[config.mk]
export PLATFORM = sky130hd
export DESIGN_NAME = reg_file_mp
export DESIGN_NICKNAME = d
export VERILOG_FILES = /design/src/rtl/reg_file_mp_pkg.sv /design/src/rtl/reg_file_rd_port.sv /design/src/rtl/reg_file_mp.sv
export SDC_FILE = /design/constraint.sdc
export NUM_CORES = 1
export LEC_CHECK = 0
export CORE_MARGIN = 1
export CORE_UTILIZATION = 45
export DETAILED_ROUTE_END_ITERATION = 6
export PLACE_DENSITY = 0.68
export SETUP_SLACK_MARGIN = 0.02
export SYNTH_ARGS = -nofsm -noshare
export SYNTH_HDL_FRONTEND = slang
export SYNTH_HIERARCHICAL = 1
export SYNTH_SLANG_ARGS = --single-unit
[constraint.sdc]
create_clock -name clk -period 9.95 [get_ports clk]
set_input_delay 2.4875 -clock clk [delete_from_list [all_inputs] [get_ports clk]]
set_output_delay 2.4875 -clock clk [all_outputs]
set_load 0.01 [all_outputs]
[src/rtl/reg_file_mp_pkg.sv]
// rtl/reg_file_mp_pkg.sv - shared types and default constants for the multi-port register file
package reg_file_mp_pkg;

    typedef enum logic [0:0] {
        ST_CLEAR = 1'b0,
        ST_READY = 1'b1
    } rf_state_t;

    localparam int DEF_XLEN  = 32;
    localparam int DEF_NREGS = 32;

endpackage

[src/rtl/reg_file_rd_port.sv]
// rtl/reg_file_rd_port.sv - one read port: write bypass, zero-register mux and output register
module reg_file_rd_port
    import reg_file_mp_pkg::*;
#(
    parameter int XLEN     = DEF_XLEN,
    parameter int AW       = 5,
    parameter int NWR      = 1,
    parameter int ZERO_REG = 1
) (
    input  logic                clk,
    input  logic                rst,
    input  logic                i_re,
    input  logic                ready,
    input  logic [AW-1:0]       rs,
    input  logic [XLEN-1:0]     mem_value,
    input  logic [NWR-1:0]      wr_en,
    input  logic [NWR*AW-1:0]   wr_addr,
    input  logic [NWR*XLEN-1:0] wr_data,
    output logic [XLEN-1:0]     read_data
);

    logic [XLEN-1:0] value;

    // Later write ports override earlier ones, matching the storage priority.
    always_comb begin
        value = mem_value;
        for (int j = 0; j < NWR; j++) begin
            if (wr_en[j] && (wr_addr[j*AW +: AW] == rs)) begin
                value = wr_data[j*XLEN +: XLEN];
            end
        end
        if ((ZERO_REG != 0) && (rs == '0)) begin
            value = '0;
        end
    end

    always_ff @(posedge clk) begin
        if (rst || !ready) begin
            read_data <= '0;
        end else if (i_re) begin
            read_data <= value;
        end
    end

endmodule

[src/rtl/reg_file_mp.sv]
// rtl/reg_file_mp.sv - NRD-read / NWR-write register file with bypass, hardwired x0 and clear sequencer
module reg_file_mp
    import reg_file_mp_pkg::*;
#(
    parameter int XLEN     = DEF_XLEN,
    parameter int NREGS    = DEF_NREGS,
    parameter int NRD      = 2,
    parameter int NWR      = 1,
    parameter int ZERO_REG = 1,
    localparam int AW      = $clog2(NREGS)
) (
    input  logic                clk,
    input  logic                rst,
    input  logic                i_clear,
    input  logic                i_re,
    input  logic [NRD*AW-1:0]   i_rs,
    input  logic [NWR-1:0]      i_wr,
    input  logic [NWR*AW-1:0]   i_rd,
    input  logic [NWR*XLEN-1:0] i_write_data,
    output logic [NRD*XLEN-1:0] o_read_data,
    output logic                o_ready
);

    logic [XLEN-1:0] mem [NREGS];
    rf_state_t       state;
    logic [AW-1:0]   clr_idx;
    logic [NWR-1:0]  wr_eff;
    logic            port_ready;

    // A clear request in the same cycle as a user access cancels that access.
    assign port_ready = o_ready & ~i_clear;

    always_comb begin
        for (int j = 0; j < NWR; j++) begin
            wr_eff[j] = port_ready & ~rst & i_wr[j]
                      & ~((ZERO_REG != 0) && (i_rd[j*AW +: AW] == '0));
        end
    end

    always_ff @(posedge clk) begin
        if (rst) begin
            state   <= ST_CLEAR;
            clr_idx <= '0;
            o_ready <= 1'b0;
        end else begin
            case (state)
                ST_CLEAR: begin
                    clr_idx <= clr_idx + AW'(1);
                    if (clr_idx == AW'(NREGS - 1)) begin
                        state   <= ST_READY;
                        o_ready <= 1'b1;
                    end
                end
                ST_READY: begin
                    if (i_clear) begin
                        state   <= ST_CLEAR;
                        clr_idx <= '0;
                        o_ready <= 1'b0;
                    end
                end
                default: begin
                    state   <= ST_CLEAR;
                    clr_idx <= '0;
                    o_ready <= 1'b0;
                end
            endcase
        end
    end

    // Ascending loop: the highest-index write port lands last and wins.
    always_ff @(posedge clk) begin
        if (!rst && (state == ST_CLEAR)) begin
            mem[clr_idx] <= '0;
        end else begin
            for (int j = 0; j < NWR; j++) begin
                if (wr_eff[j]) begin
                    mem[i_rd[j*AW +: AW]] <= i_write_data[j*XLEN +: XLEN];
                end
            end
        end
    end

    for (genvar k = 0; k < NRD; k++) begin : g_rd
        reg_file_rd_port #(
            .XLEN     (XLEN),
            .AW       (AW),
            .NWR      (NWR),
            .ZERO_REG (ZERO_REG)
        ) u_rd_port (
            .clk       (clk),
            .rst       (rst),
            .i_re      (i_re),
            .ready     (port_ready),
            .rs        (i_rs[k*AW +: AW]),
            .mem_value (mem[i_rs[k*AW +: AW]]),
            .wr_en     (wr_eff),
            .wr_addr   (i_rd),
            .wr_data   (i_write_data),
            .read_data (o_read_data[k*XLEN +: XLEN])
        );
    end

endmodule

* After elaboration in Yosys (flattened, before gate mapping)
Memory sizes are Yosys's and may differ from the RTL's.
Index checks and enable logic that the tools add are counted.
** Word-level totals
- Input bits :: 52
- Logic and storage cells :: 51
- Memories :: 1
- Output and inout bits :: 65
- Bits in registers :: 71
- Bits in writable memories :: 1024
** Operators by class
- Mux-type cells :: 20
- Reduce and logical (&&, ||, !) cells :: 11
- Bitwise operators :: 8
- Add/subtract/negate cells :: 1
- Equal/unequal tests :: 5
** Memories
- mem :: words 32, width 32, rd ports 2, clocked after Yosys merged registers in 0, write ports 1, RTL line reg_file_mp.sv:24 : logic [XLEN-1:0] mem [NREGS];
** Operators with widths (number)
- $mux 32 :: 5
- $reduce_or 32->1 :: 1
- $logic_not 5->1 :: 3
- $eq 5x5->1 :: 2
- $mux 1 :: 10
- $mux 5 :: 2
- $pmux 5 s2 :: 1
- $add 5x1->5 const B :: 1
- $eq 5x5->1 const B :: 1
- $and 1x1->1 :: 4
- $ne 2x2->1 const B :: 2
- $not 1->1 :: 4
- $pmux 1 s2 :: 2
- $logic_and 1x1->1 :: 3
- $logic_not 1->1 :: 2
- $reduce_and 2->1 :: 1
- $logic_or 1x1->1 :: 1

* Depth between registers and ports, before layout
Gate-level depths: netlist of the first run.
- Depth after elaboration :: 10
- Depth in mapped cells :: 10
- Mapped depth without buffers :: 7

* By module
The synthesis of the first run kept the hierarchy.
** By module, submodules not included
- reg_file_mp :: cells each 3506, times used 1, seq. area each 30889.6 sq um, area each 49128.4 sq um
- reg_file_rd_port :: cells each 193, times used 2, seq. area each 640.6 sq um, area each 1716.6 sq um

* Least setup slack after synthesis of the first run
No wires, ideal clock.
- Path kind :: in2reg
- Start point :: input i_rd[4]
- End point :: memory mem[27][0] (netlist bit), enable pin
- Slack :: 4.348 ns
- Data required time :: 9.529 ns
- Stages :: 6
- Arrival :: 5.181 ns
- Buffers on the path :: 1
- Library setup time :: 0.421 ns
- Path through :: or4_4 -> o211a_1 -> buf_6 -> mux2i_1 -> or2_2 -> nor2_1
** Between the ends
- Cells in the longest elaborated chain, start to end :: 8
** Ends and longest elaborated chain
- start: declaration :: RTL line reg_file_mp.sv:18 : input logic [NWR*AW-1:0] i_rd,
- $logic_not 5->1 :: RTL line reg_file_mp.sv:36 : & ~((ZERO_REG != 0) && (i_rd[j*AW +: AW] == '0));
- $not 1->1 :: RTL line reg_file_mp.sv:36
- $and 1x1->1 :: RTL line reg_file_mp.sv:36
- $mux 1 :: RTL line reg_file_mp.sv:76 : if (wr_eff[j]) begin
- $mux 1 :: RTL line reg_file_mp.sv:72 : if (!rst && (state == ST_CLEAR)) begin
- $mux 1 (implied by the code) :: RTL line reg_file_mp.sv:77 : mem[i_rd[j*AW +: AW]] <= i_write_data[j*XLEN +: XLEN];
- $reduce_or 32->1 (no source line)
- $mux 5 (no source line) / $mux 1 (equally long branches)
- end: declaration :: RTL line reg_file_mp.sv:24
Parallel ways exist; a longest one is shown, timed or not.

* Final worst setup path of the first run
- Start point :: input rst
- End point :: memory mem[2][27] (netlist bit), enable pin
** Between the ends
- Cells in the longest elaborated chain, start to end :: 9
** Ends and longest elaborated chain
- start: declaration :: RTL line reg_file_mp.sv:13 : input logic rst,
- $not 1->1 :: RTL line reg_file_mp.sv:35 : wr_eff[j] = port_ready & ~rst & i_wr[j]
- $and 1x1->1 (2 in series) :: RTL line reg_file_mp.sv:35
- $and 1x1->1 :: RTL line reg_file_mp.sv:36
- $mux 1 :: RTL line reg_file_mp.sv:76
- $mux 1 :: RTL line reg_file_mp.sv:72
- $mux 1 (implied by the code) :: RTL line reg_file_mp.sv:77
- $reduce_or 32->1 (no source line)
- $mux 5 (no source line) / $mux 1 (equally long branches)
Parallel ways exist; a longest one is shown, timed or not.

==> results of run 1 <==
-- where the power goes --
part,internal (W),leakage [nW],switching (W),total [W]
sequential,0.00499,8.22,0.0000159,0.00501
combinational,0.000222,9.91,0.000450,0.000672
clock,0.00233,1.78,0.00184,0.00417
total,0.00755,19.9,0.00230,0.00985
-- through the flow --
| stage | hold slack (ns) | instances | util, % | power [W] | setup slack, ns |
|---|---|---|---|---|---|
| floorplan | 0.496 | 3892 | - | 0.00551 | 4.35 |
| global placement | 0.450 | 5309 | 47.6 | 0.00576 | 3.13 |
| detailed placement | 0.450 | 5309 | 47.6 | 0.00576 | 3.09 |
| CTS | 0.466 | 5527 | 50.8 | 0.00984 | 3.84 |
| global route | 0.490 | 5527 | 50.8 | 0.0101 | 3.70 |
| finish | 0.467 | 5527 | 50.8 | 0.00985 | 3.72 |
-- worst max-delay path by stage --
| stage | from | end | slack, ns | depth (start not counted) |
|---|---|---|---|---|
| 2_1_floorplan | i_rd[4] | mem[27][0] | 4.35 | 6 |
| 3_3_place_gp | rst | mem[2][8] | 3.13 | 8 |
| 3_5_place_dp | rst | mem[3][18] | 3.09 | 8 |
| 4_1_cts | rst | mem[19][13] | 3.84 | 8 |
| 5_1_grt | rst | mem[19][13] | 3.70 | 8 |
| 6_report | rst | mem[2][27] | 3.72 | 8 |
-- flip-flops by register name (all words and copies together), names as in the netlist --
signal,cells
g_rd.u_rd_port/read_data,64
o_ready,1
state,1
mem,1024
clr_idx,5
-- cell usage in the layout, fill, tap and decap left out, drive strengths merged, types with 2 or more instances in the layout --
| master | instances |
|---|---|
| or2 | 4 |
| a2111o | 2 |
| a22o | 128 |
| clkbuf | 142 |
| and3 | 2 |
| a22oi | 193 |
| a21oi | 203 |
| nand3 | 193 |
| nand3b | 4 |
| clkinv | 58 |
| xnor2 | 2 |
| nor2b | 8 |
| ha | 2 |
| inv | 8 |
| clkinvlp | 6 |
| dfxtp | 71 |
| mux2i | 1025 |
| nand2 | 329 |
| nor3 | 73 |
| clkdlybuf4s50 | 114 |
| nor4 | 2 |
| a31oi | 74 |
| nand2b | 10 |
| o211ai | 65 |
| nand4 | 64 |
| nor3b | 5 |
| nor2 | 45 |
| bufinv | 6 |
| buf | 83 |
| xor2 | 8 |
| edfxtp | 1024 |
| and2 | 40 |
-- kinds of logic (layout without fill, tap and decap cells) --
| logic type | after synthesis | after routing | share of synthesized area, % |
|---|---|---|---|
| buf+inv | 306 | 417 | 2.70 |
| fa+ha+maj | 2 | 2 | 0.0476 |
| simple gates | 782 | 782 | 6.99 |
| mux | 1025 | 1025 | 19.5 |
| xor+xnor | 10 | 10 | 0.167 |
| flops | 1095 | 1095 | 61.2 |
| compound gates | 672 | 672 | 9.36 |
-- layer usage --
metal | global-route usage (%) | wire length (µm) | up-vias
met3 | 4.83 | 17300 | 372
met1 | 39.3 | 68200 | 18000
met4 | 10.9 | 6660 | 2
met2 | 41.7 | 73500 | 2064
met5 | 0 | 13 | -
li1 | - | - | 15200
-- Yosys cell counts (2+ instances only) --
library cell	number	area (µm²)
sky130_fd_sc_hd__a22oi_1	193	1450
sky130_fd_sc_hd__nand3b_1	4	30.0
sky130_fd_sc_hd__buf_1	24	90.1
sky130_fd_sc_hd__ha_1	2	25.0
sky130_fd_sc_hd__or2_2	4	25.0
sky130_fd_sc_hd__nor3b_1	5	37.5
sky130_fd_sc_hd__nand2b_1	10	62.6
sky130_fd_sc_hd__a22o_1	128	1120
sky130_fd_sc_hd__mux2i_1	1025	10300
sky130_fd_sc_hd__o211ai_1	5	37.5
sky130_fd_sc_hd__nand2_1	329	1230
sky130_fd_sc_hd__buf_12	6	120
sky130_fd_sc_hd__a2111o_1	2	22.5
sky130_fd_sc_hd__edfxtp_1	1024	30700
sky130_fd_sc_hd__a21oi_1	201	1010
sky130_fd_sc_hd__a31oi_1	74	463
sky130_fd_sc_hd__nor2_1	45	169
sky130_fd_sc_hd__xnor2_1	2	17.5
sky130_fd_sc_hd__nand3_1	193	966
sky130_fd_sc_hd__nor4_4	2	42.5
sky130_fd_sc_hd__and2_1	38	238
sky130_fd_sc_hd__dfxtp_1	71	1420
sky130_fd_sc_hd__inv_1	2	7.51
sky130_fd_sc_hd__nor2b_1	8	50.1
sky130_fd_sc_hd__clkbuf_1	152	571
sky130_fd_sc_hd__and3_1	2	12.5
sky130_fd_sc_hd__o211ai_2	60	751
sky130_fd_sc_hd__nand4_1	64	400
sky130_fd_sc_hd__a21oi_2	2	17.5
sky130_fd_sc_hd__xor2_1	8	70.1
sky130_fd_sc_hd__and2_0	2	12.5
sky130_fd_sc_hd__nor3_1	73	365
sky130_fd_sc_hd__buf_2	118	591
sky130_fd_sc_hd__buf_6	3	33.8
-- worst min-delay path, cell delays in order (launching register included) --
cell and delay [ns]:
sky130_fd_sc_hd__dfxtp_1 0.33, sky130_fd_sc_hd__nand2_1 0.06, sky130_fd_sc_hd__o211ai_2 0.05
-- area by class of cell --
| cell class | instances | area (µm²) |
|---|---|---|
| Clock buffer | 142 | 3060 |
| Clock inverter | 76 | 558 |
| Fill cell | 9765 | 57100 |
| Inverter | 2 | 7.51 |
| Multi-Input combinational cell | 2491 | 19300 |
| Sequential cell | 1095 | 32200 |
| Tap cell | 1524 | 1910 |
| Timing Repair Buffer | 197 | 1890 |
==> metrics.md, run 1 <==
| Metric | Value |
|---|---|
| Status | `finished clean` |
| Proportion of layout cells with a drive suffix above 1 | `9.47%` |
| Routability cong. | `0.900` |
| First-pass GRT wire length | `236000 µm` |
| Register bit count reported by yosys | `1095` |
| Synthesized net count | `3946` |
| Setup Skew | `0.0220 ns` |
| Tmin final | `6.23 ns` |
| Count of buffering cells on the critical path with inverters included | `3` |
| Cell-by-cell listing of the critical path | `clkdlybuf4s50_1, and4bb_2, o211a_2, buf_4, mux2i_1, nand2b_1, nor2_4, buf_4` |
| Startpoint types | `input pin` |
| Unrepaired setup endpoints after global routing | `no` |
| Final worst-path cycle share | `62.6%` |
| DP Wirelength | `89500 µm` |
| Drt via density | `6.45` |
| Critical register-to-register path endpoint | `mem[2][27]` |
| Final #Nets | `3955` |
| Critical path's largest stage delay | `0.74 ns` |
| Hold Path Sink | `g_rd[1].u_rd_port/read_data[23]` |
| Setup violation total in the final timing report | `0` |
| Total routed wirelength | `166000 µm` |
| Max IR drop VDD | `0.169 mV` |
| Worst-margin pin slew | `1.36 ns` |
| Total routing usage reported by global routing | `27.5%` |
| Number of flops mapped to enable cells by yosys | `1024` |
| Post-detailed-route wirelength per cell | `30.0 µm` |
| Site row count | `125` |
| Post-CTS setup repair buffer count | `0` |
| Finished layout cell area | `0.0589 mm²` |
| Arr. time, crit path | `6.57 ns` |
| Number of antenna violations at the first check in global routing | `3` |
| Core ar. | `0.116 mm²` |
| Die height | `344 µm` |
| Path type of the worst setup path | `input pin to register` |
| Setup slack, reg-to-reg | `5.90 ns` |
| Total CTS buffers | `114` |
| Root buf cell | `sky130_fd_sc_hd__clkbuf_16` |
| Final slew viol count | `0` |
| Ports placed on the boundary | `117` |
| CTS tree | `yes` |
| Number of instances resized during post-cts repair | `0` |
| Overall overflow remaining after global route | `0` |
| Worst slew margin | `9.16%` |
| Worst-path maximum fanout | `36` |
| Number of port buffers | `116` |
| Number of library cell types mapped by synthesis | `45` |
| Launch instance of the worst register-to-register path | `state` |
| Cell count after synthesis | `3892` |
| Total of max-cap violations | `0` |
| Clk Latency, worst-skew pair | `0.71 ns` |
| Total number of vias | `35600` |
| Tightest Hold Check Type | `register to register` |
| Depth of the CTS H-tree | `3` |
| Static Leak | `19.9 nW` |
| Post-detailed-route DRC marker count | `0` |
| Worst reg2reg path depth | `6` |
| Growth of design area from synthesis to finish | `12.1%` |
| Final hold vios | `0` |
| Most frequent cell on the critical path | `sky130_fd_sc_hd__buf_4` |
| Detailed-router iteration count before antenna repair | `6` |
| Final sum of negative setup slack | `0 ns` |
| Starting utilization of the core area | `45.3%` |
| Highest attainable clock frequency | `0.161 GHz` |
| Category of the worst setup path capture point | `register` |
| Hold path startpoint | `g_rd[1].u_rd_port/read_data[23]` |
| Post-synth ARST share | `0%` |
| Inserted Diodes | `0` |
| Critical-path top delay cell | `sky130_fd_sc_hd__nor2_4` |
| Power Dens Cells | `167 mW/mm²` |
| Required time at the worst-slack endpoint | `10.30 ns` |
| Post-cts hold buffer count | `0` |
| Post-synthesis sequential area ratio | `61.2%` |
| Die width | `344 µm` |
| Number of violations reported at the end of detailed-routing iteration 0 | `4491` |
| Kind of cell adding the most delay to the critical path | `buffers and inverters` |
| Synth warn | `6` |
| Maximum number of pins on one net before global-route repair | `129` |
| Synth Area per Inst | `13.5 µm²` |
| CTS sink cnt | `1095` |
| Number of antenna-violating nets in the routed design | `0` |
| Clock-pin slew reported for the worst setup and hold paths after clock tree synthesis | `0.06 ns` |
| Netlist Area Pre-Place | `0.0526 mm²` |
| WHS Path Cells | `2` |
| Via count of the first global-routing pass | `34600` |
| Number of buffers on the longest clock path | `3` |
| Post-DP Area | `0.0553 mm²` |
| Die outline area | `0.118 mm²` |
| Leading register cell type out of synthesis | `sky130_fd_sc_hd__edfxtp_1` |
Power figures use the tool's default switching activity.
==> run 2: changes to the inputs <==
PLACE_DENSITY = 0.7   (was 0.68)
clock period = 5.6 ns   (was 9.95 ns; I/O delays follow)
==> run 2 against run 1 <==
Compared with the run above: combinational power rose by 88%; flip-flop and latch count unchanged; wire length rose by 1.0%; non-clock buffer count grew 82; clock-buffer cell count shrank 4; utilization increased by 1.1 points; cell area is 2.1% higher; register-to-register slack lost 3.5 ns; worst hold slack worse by 0.0028 ns; sequential power increased by 78%; critical path type unchanged.
==> metrics.md, run 2 (synthesized netlist as in run 1, its figures left out) <==
| Metric | Value |
|---|---|
| Status | `finished clean` |
| Overall overflow remaining after global route | `0 (unchanged)` |
| Number of instances resized during post-cts repair | `0 (unchanged)` |
| Number of standard cells in the final layout excluding fillers | `5604 (+1.4%)` |
| Power Dens Cells | `294 mW/mm² (+76%)` |
| Tightest Hold Check Type | `register to register` |
| Starting utilization of the core area | `45.3% (unchanged)` |
| Total CTS buffers | `112 (-1.8%)` |
| Via count of the first global-routing pass | `36000 (+4.1%)` |
| WHS Path Cells | `2 (unchanged)` |
| CTS tree | `yes` |
| Proportion of layout cells with a drive suffix above 1 | `11.3% (+1.9 points)` |
| Hold Path Sink | `g_rd[1].u_rd_port/read_data[0]` |
| Total routing usage reported by global routing | `27.8% (+0.31 points)` |
| Total routed wirelength | `167000 µm (+1.0%)` |
| Count of placed standard cells including taps | `5391 (+1.5%)` |
| Final slew viol count | `0 (unchanged)` |
| Startpoint types | `input pin` |
| Setup slack, reg-to-reg | `2.37 ns (-3.53 ns)` |
| Most frequent standard cell in the layout excluding fill and tap cells | `sky130_fd_sc_hd__mux2i_1` |
| Worst slew margin | `17.0% (+7.9 points)` |
| Max reg flops | `1024 (unchanged)` |
| Hold path startpoint | `g_rd[1].u_rd_port/read_data[0]` |
| Launch instance of the worst register-to-register path | `state` |
| First-pass GRT wire length | `240000 µm (+1.9%)` |
| Worst Hold Margin | `0.464 ns (-0.00277 ns)` |
| Tmin final | `4.26 ns` |
| Core ar. | `0.116 mm² (unchanged)` |
| Die height | `344 µm (unchanged)` |
| Final hold vios | `0 (unchanged)` |
| Final Worst Setup Slack | `1.34 ns (-2.38 ns)` |
| Setup Skew | `0.0315 ns (+0.00956 ns)` |
| Highest attainable clock frequency | `0.235 GHz` |
| Max IR drop VDD | `0.257 mV (+52%)` |
| Post-CTS setup repair buffer count | `0 (unchanged)` |
| Final worst-path cycle share | `76.1%` |
| Maximum number of pins on one net before global-route repair | `77 (-40%)` |
| Routability cong. | `0.903 (+0.38%)` |
| Required time at the worst-slack endpoint | `5.97 ns (-4.33 ns)` |
| Drt via density | `6.50 (+0.76%)` |
| Number of antenna-violating nets in the routed design | `0 (unchanged)` |
| Setup violation total in the final timing report | `0 (unchanged)` |
| Number of buffers on the longest clock path | `3 (unchanged)` |
| Clk Latency, worst-skew pair | `0.70 ns (about the same)` |
| Depth of the CTS H-tree | `3 (unchanged)` |
| Worst-case setup slack after placement | `0.708 ns (-2.38 ns)` |
| Post-detailed-route wirelength per cell | `29.9 µm (-0.39%)` |
| Ports placed on the boundary | `117 (unchanged)` |
| Largest registers | `mem: 1024 flops, g_rd.u_rd_port/read_data: 64 flops, clr_idx: 5 flops` |
| Inserted Diodes | `0 (unchanged)` |
| Detailed-router iteration count before antenna repair | `6 (unchanged)` |
| Growth of design area from synthesis to finish | `14.4%` |
| Root buf cell | `sky130_fd_sc_hd__clkbuf_16` |
| Category of the worst setup path capture point | `register` |
| Number of antenna violations at the first check in global routing | `2 (-1)` |
| Final sum of negative setup slack | `0 ns (unchanged)` |
| Critical register-to-register path endpoint | `mem[16][5]` |
| Number of violations reported at the end of detailed-routing iteration 0 | `4702 (+4.7%)` |
| Most frequent cells in the layout | `sky130_fd_sc_hd__mux2i_1, sky130_fd_sc_hd__edfxtp_1, sky130_fd_sc_hd__nand2_1, sky130_fd_sc_hd__a21oi_1` |
| Path type of the worst setup path | `input pin to register` |
| Arr. time, crit path | `4.63 ns (-1.94 ns)` |
| Total of max-cap violations | `0 (unchanged)` |
| DP Wirelength | `96800 µm (+8.1%)` |
| Worst-margin pin slew | `1.24 ns (-0.115 ns)` |
| Die outline area | `0.118 mm² (unchanged)` |
| CTS sink cnt | `1095 (unchanged)` |
| Site row count | `125 (unchanged)` |
| Worst-path maximum fanout | `26 (-28%)` |
| Post-detailed-route DRC marker count | `0 (unchanged)` |
| Worst reg2reg path depth | `4 (-2)` |
| Number of port buffers | `116 (unchanged)` |
| Post-cts hold buffer count | `0 (unchanged)` |
| Finished layout cell area | `0.0602 mm² (+2.1%)` |
| Register name with the most flops | `mem` |
| Unrepaired setup endpoints after global routing | `no` |
| Final #Nets | `4035 (+2.0%)` |
| Static Leak | `20.5 nW (+3.1%)` |
| Post-DP Area | `0.0564 mm² (+2.1%)` |
| Total number of vias | `36400 (+2.2%)` |
| Clock-pin slew reported for the worst setup and hold paths after clock tree synthesis | `0.06 ns (about the same)` |
| Die width | `344 µm (unchanged)` |
run 2: cell types whose count changed in the layout (fill, tap and decap cells not counted), sizes merged:
cell and delta:
buf +82, bufinv +5, clkbuf -4, clkinv -1, clkinvlp -2, inv -3
run 2: worst max-delay path, stage by stage:
cell and delay [ns]:
sky130_fd_sc_hd__clkdlybuf4s50_1 0.59, sky130_fd_sc_hd__or4_4 0.60, sky130_fd_sc_hd__o211a_2 0.45, sky130_fd_sc_hd__nor3_1 0.22, sky130_fd_sc_hd__a21oi_1 0.22, sky130_fd_sc_hd__nor2_4 0.79, sky130_fd_sc_hd__buf_12 0.30
run 2: per-stage QoR:
stage	utilization, %	power [W]
final	51.8	0.0177
after global routing	51.8	0.0181
after CTS	51.8	0.0177
after detailed placement	48.6	0.0103
after global placement	48.6	0.0103
after floorplan	-	0.00979
run 2: worst max path at each step:
stage,start,cells past startpoint,end,slack [ns]
6_report,i_rd[0],7,mem[16][5],1.34
5_1_grt,i_rd[0],7,mem[16][26],1.30
4_1_cts,i_rd[0],7,mem[16][5],1.43
3_5_place_dp,i_rd[0],7,mem[16][2],0.71
3_3_place_gp,i_rd[0],7,mem[16][1],0.75
2_1_floorplan,i_rd[4],6,mem[27][0],1.09
run 2: layout make-up:
cell class	instances	area [µm²]
clock buffer	138	3000
clock inverter	75	701
fill	9582	55900
inverter	2	7.51
multi-input combinational	2491	19300
sequential	1095	32200
tap	1524	1910
timing repair buffer	279	3060
run 2: metal layers:
layer / GRT usage (%) / share of wire (%) / up-vias
li1: - / - / 15400
met1: 37.4 / 39 / 18300
met2: 43.8 / 46 / 2265
met3: 4.96 / 10 / 471
met4: 13.2 / 5.0 / 2
met5: 0 / 0.0060 / -
run 2: report_power, final:
| part | total (W) | internal (W) | switching, W |
|---|---|---|---|
| sequential | 0.00890 | 0.00887 | 0.0000274 |
| clock | 0.00754 | 0.00432 | 0.00322 |
| combinational | 0.00126 | 0.000436 | 0.000823 |
